`src/rtl/nb_arbiter.sv`:
```
`default_nettype none
// -----------------------------------------------------------------------------
// nb_arbiter - round-robin arbiter of two requesters onto one memory port (rev 1.0)
// -----------------------------------------------------------------------------
module nb_arbiter #(
  parameter int DATA_WIDTH = 8,
  parameter int ADDR_WIDTH = 8,
  parameter int TIMEOUT    = 15
) (
  input  logic                  clk,
  input  logic                  resetn,
  input  logic                  s0_cs,
  input  logic                  s0_we,
  input  logic                  s0_re,
  input  logic [ADDR_WIDTH-1:0] s0_addr,
  input  logic [DATA_WIDTH-1:0] s0_wdata,
  output logic [DATA_WIDTH-1:0] s0_rdata,
  output logic                  s0_ready,
  output logic                  s0_err,
  input  logic                  s1_cs,
  input  logic                  s1_we,
  input  logic                  s1_re,
  input  logic [ADDR_WIDTH-1:0] s1_addr,
  input  logic [DATA_WIDTH-1:0] s1_wdata,
  output logic [DATA_WIDTH-1:0] s1_rdata,
  output logic                  s1_ready,
  output logic                  s1_err,
  output logic                  m_cs,
  output logic                  m_we,
  output logic                  m_re,
  output logic [ADDR_WIDTH-1:0] m_addr,
  output logic [DATA_WIDTH-1:0] m_wdata,
  input  logic [DATA_WIDTH-1:0] m_rdata,
  input  logic                  m_ready
);

  localparam logic [1:0] S_IDLE = 2'd0;
  localparam logic [1:0] S_BUSY = 2'd1;
  localparam logic [1:0] S_RESP = 2'd2;
  localparam int         WAIT_W = 8;
  localparam logic [WAIT_W-1:0] WAIT_LAST = WAIT_W'(TIMEOUT - 1);

  logic [1:0]            state_q, state_d;
  logic                  grant_q, grant_d;
  logic                  ptr_q, ptr_d;
  logic [WAIT_W-1:0]     wait_q, wait_d;
  logic                  err_q, err_d;
  logic [DATA_WIDTH-1:0] rdata0_q, rdata0_d;
  logic [DATA_WIDTH-1:0] rdata1_q, rdata1_d;

  logic                  w_req0, w_req1;
  logic                  w_sel_we, w_sel_rd;
  logic [ADDR_WIDTH-1:0] w_sel_addr;
  logic [DATA_WIDTH-1:0] w_sel_wdata;

  assign w_req0      = s0_cs & (s0_we | s0_re);
  assign w_req1      = s1_cs & (s1_we | s1_re);
  // Write wins when a requester raises both we and re.
  assign w_sel_we    = grant_q ? s1_we : s0_we;
  assign w_sel_rd    = (grant_q ? s1_re : s0_re) & ~w_sel_we;
  assign w_sel_addr  = grant_q ? s1_addr : s0_addr;
  assign w_sel_wdata = grant_q ? s1_wdata : s0_wdata;

  always_ff @(posedge clk) begin
    if (!resetn) begin
      state_q  <= S_IDLE;
      grant_q  <= 1'b0;
      ptr_q    <= 1'b0;
      wait_q   <= '0;
      err_q    <= 1'b0;
      rdata0_q <= '0;
      rdata1_q <= '0;
    end else begin
      state_q  <= state_d;
      grant_q  <= grant_d;
      ptr_q    <= ptr_d;
      wait_q   <= wait_d;
      err_q    <= err_d;
      rdata0_q <= rdata0_d;
      rdata1_q <= rdata1_d;
    end
  end

  always_comb begin
    state_d  = state_q;
    grant_d  = grant_q;
    ptr_d    = ptr_q;
    wait_d   = wait_q;
    err_d    = err_q;
    rdata0_d = rdata0_q;
    rdata1_d = rdata1_q;
    case (state_q)
      S_IDLE: begin
        if (w_req0 | w_req1) begin
          grant_d = (w_req0 & w_req1) ? ptr_q : w_req1;
          wait_d  = '0;
          err_d   = 1'b0;
          state_d = S_BUSY;
        end
      end
      S_BUSY: begin
        wait_d = wait_q + 1'b1;
        // A completion arriving in the timeout cycle still counts as normal.
        if (m_ready) begin
          state_d = S_RESP;
          err_d   = 1'b0;
          if (w_sel_rd) begin
            if (grant_q) rdata1_d = m_rdata;
            else         rdata0_d = m_rdata;
          end
        end else if (wait_q == WAIT_LAST) begin
          state_d = S_RESP;
          err_d   = 1'b1;
        end
      end
      S_RESP: begin
        state_d = S_IDLE;
        ptr_d   = ~grant_q;
      end
      default: state_d = S_IDLE;
    endcase
  end

  always_comb begin
    m_cs     = 1'b0;
    m_we     = 1'b0;
    m_re     = 1'b0;
    m_addr   = '0;
    m_wdata  = '0;
    s0_ready = 1'b0;
    s1_ready = 1'b0;
    s0_err   = 1'b0;
    s1_err   = 1'b0;
    if (state_q == S_BUSY) begin
      m_cs    = 1'b1;
      m_we    = w_sel_we;
      m_re    = w_sel_rd;
      m_addr  = w_sel_addr;
      m_wdata = w_sel_wdata;
    end
    if (state_q == S_RESP) begin
      s0_ready = ~grant_q;
      s1_ready = grant_q;
      s0_err   = ~grant_q & err_q;
      s1_err   = grant_q & err_q;
    end
  end

  assign s0_rdata = rdata0_q;
  assign s1_rdata = rdata1_q;

endmodule
`default_nettype wire

```
`config.mk`:
```
export PLATFORM = sky130hd
export DESIGN_NAME = nb_arbiter
export DESIGN_NICKNAME = d
export VERILOG_FILES = /design/src/rtl/nb_arbiter.sv
export SDC_FILE = /design/constraint.sdc
export NUM_CORES = 1
export LEC_CHECK = 0
export CAP_MARGIN = 20
export CORE_UTILIZATION = 33
export DETAILED_ROUTE_END_ITERATION = 8
export PLACE_DENSITY = 0.73
export SYNTH_ARGS = -nofsm -noshare
export SYNTH_HDL_FRONTEND = slang
export SYNTH_SLANG_ARGS = --single-unit
```
`constraint.sdc`:
```
create_clock -name clk -period 1.45 [get_ports clk]
set_input_delay 0.29 -clock clk [delete_from_list [all_inputs] [get_ports clk]]
set_output_delay 0.29 -clock clk [all_outputs]
set_load 0.02 [all_outputs]
```
==> results_dict.tcl <==
set metrics [dict create \
    start_kind "flip-flop" \
    async_flop_share_pct 0 \
    violations "setup timing" \
    wirelength_mm 5.35 \
    max_freq_mhz 615 \
    grt_pass1_wl_mm 8.30 \
    place_congestion 0.793 \
    cp-startpoint "grant_q" \
    vias_per_cell 5.12 \
    final.setup.tns_ns -1.62 \
    core_area_um2 4750 \
    clk_latency_ns 0.27 \
    drc_errors 0 \
    io_pins 88 \
    start_util_pct 34.4 \
    fp-row-count 25 \
    route.vias.total 1952 \
    min_from "s1_rdata[3]" \
    cts_hold_buf 0 \
    worst_pin_slew_ns 0.375 \
    die_w_um 72.4 \
    ys_warn_count 0 \
    drv_cap 0 \
    netlist_area_um2 1640 \
    port_buffers 87 \
    cts_root_buf "clkbuf_8" \
    postLayoutCellArea_um2 3000 \
    drtPass1Iterations 4 \
    slew_violations 0 \
    synth_ff_type "dfxtp_1" \
    rsz0062_at_grt "yes" \
    final-hold-violation-count 0 \
    synth_edf_count 0 \
    syn_inst 202 \
    vdd_ir_drop_max_mv 0.510 \
    antenna_found_initial 0 \
    grt_max_degree 19 \
    hold_class "flip-flop to flip-flop" \
    synth_nets 253 \
    ys_seq_elements 29 \
    clkTransAtPathRegs_ns 0.07 \
    layout_setup_ws_ns -0.177 \
    place_area_um2 2760 \
    endpoint_kind "primary output" \
    grtUsageTotal_pct 19.8 \
    avgRoutedWirePerCell_um 14.0 \
    crit_arrival_ns 1.34 \
    overflow 0 \
    drt_iter0_markers 122 \
    r2r_start "grant_q" \
    cts_sinks 29 \
    clock_path_buffers 2 \
    min_period_ns 1.63 \
    r2r_slack_ns 0.07 \
    utilization_pct 63.1 \
    antennaDiodeCount 0 \
    p_per_area_nw_per_um2 821 \
    die_y_um 72.4 \
    cts_tree "built" \
    ant_nets 0 \
    skew_ns 0.00412 \
    power_leakage_nw 1.26 \
    htreeDepth 2 \
    outcome "finished with violations" \
    critical_path_class "flip-flop to primary output" \
    worstPathRequired_ns 1.16 \
    syn_area_per_cell_um2 8.10 \
    max_slew_margin_pct 74.8 \
    layout-drive-gt1-share_pct 26.4 \
    layout.nets 364 \
    synth.distinct_cells 44 \
    setup_violations 19 \
    cts_made_buffers 5 \
    fillCellCount 436 \
    first_global_vias 1935 \
    power_w 0.00247 \
    dp_hpwl_mm 3.54 \
    ys_seq_area_share_pct 35.5 \
    crit_fanout 5 \
    dieArea_um2 5240 \
    syn_to_final_growth_pct 83.6 \
    period_share_pct 112 \
]
[cell usage after synthesis (3+ instances only)]
cell type / instances / area [µm²]
dfxtp_1: 29 / 581
nand3_1: 22 / 110
a21oi_1: 20 / 100
nor2_1: 20 / 75.1
mux2i_1: 18 / 180
o21ai_0: 18 / 90.1
clkbuf_1: 9 / 33.8
nand2_1: 6 / 22.5
inv_1: 5 / 18.8
buf_2: 4 / 20.0
nor3_1: 4 / 20.0
o211ai_1: 3 / 22.5
[stage by stage]
| stage | hold WS (ns) | setup slack (ns) | instances |
|---|---|---|---|
| floorplan | 0.416 | -0.0379 | 202 |
| global placement | 0.462 | -0.773 | 368 |
| detailed placement | 0.470 | -0.778 | 368 |
| CTS | 0.477 | -0.155 | 379 |
| global route | 0.492 | -0.220 | 381 |
| finish | 0.473 | -0.177 | 381 |
[placed cells by master (no fill, tap or decap), types with 3 or more instances in the layout]
| cell | count |
|---|---|
| clkdlybuf4s50_1 | 45 |
| nand2_1 | 6 |
| inv_1 | 5 |
| dfxtp_1 | 25 |
| nor2_1 | 20 |
| nor3_1 | 4 |
| buf_12 | 3 |
| buf_2 | 13 |
| a21oi_1 | 19 |
| o211ai_1 | 3 |
| o21ai_0 | 17 |
| mux2i_1 | 17 |
| buf_6 | 8 |
| buf_4 | 30 |
| clkbuf_8 | 5 |
| dlygate4sd2_1 | 19 |
| nand3_1 | 22 |
[registers in the layout, summed over array words and instances (netlist names)]
| name | cells |
|---|---|
| err_q | 1 |
| s0_rdata | 8 |
| wait_q | 8 |
| ptr_q | 1 |
| grant_q | 1 |
| s1_rdata | 8 |
| state_q | 2 |
[where the power goes]
| part | switching, W | internal, W |
|---|---|---|
| sequential | 0.0000188 | 0.000813 |
| clock | 0.000322 | 0.000683 |
| combinational | 0.000294 | 0.000335 |
| total | 0.000635 | 0.00183 |
[routing by layer]
| layer | global-route usage (%) | wire length [µm] | vias up |
|---|---|---|---|
| met5 | 0 | 0 | - |
| met3 | 3.89 | 314 | 4 |
| met1 | 23.6 | 2260 | 910 |
| met2 | 35.6 | 2730 | 79 |
| li1 | - | - | 959 |
| met4 | 5.88 | 46 | 0 |
[repair_timing]
| action | CTS | global route |
|---|---|---|
| pin swaps | 4 | 4 |
| buffers inserted | 1 | 3 |
| setup endpoints to repair | 55 | 30 |
| cloned | 2 | 0 |
| hold endpoints to repair | 0 | 0 |
| gates resized for setup | 139 | 20 |
[path summary, 6_finish.rpt]
kind | end | cells after the start
setup / recovery | m_re | 3
hold / removal | s1_rdata[3] | 2
setup reg to reg | s0_rdata[1] | 4
hold reg to reg | s1_rdata[3] | 2
[critical path, cell delays in order (launching register included)]
cell and delay, ns:
dfxtp_4 0.38, or3b_4 0.43, a21oi_4 0.13, buf_6 0.13
[logic make-up after synthesis]
group,Yosys count,share of synthesized area [%]
compound gates,60,21.8
fa+ha+maj,2,1.53
buf+inv,21,5.81
flops,29,35.5
mux,18,11.0
simple gates,72,24.3
[layout make-up]
| type | instances | area (µm²) | area share [%] |
|---|---|---|---|
| multi-input cells | 152 | 1060 | 35.4 |
| flip-flops and latches | 29 | 591 | 19.7 |
| clock inverters | 3 | 65.1 | 2.17 |
| well taps | 67 | 83.8 | 2.79 |
| repair buffers | 120 | 1110 | 37.1 |
| inverters | 5 | 18.8 | 0.625 |
| clock buffers | 5 | 68.8 | 2.29 |
(Power assumes the default switching activity.)
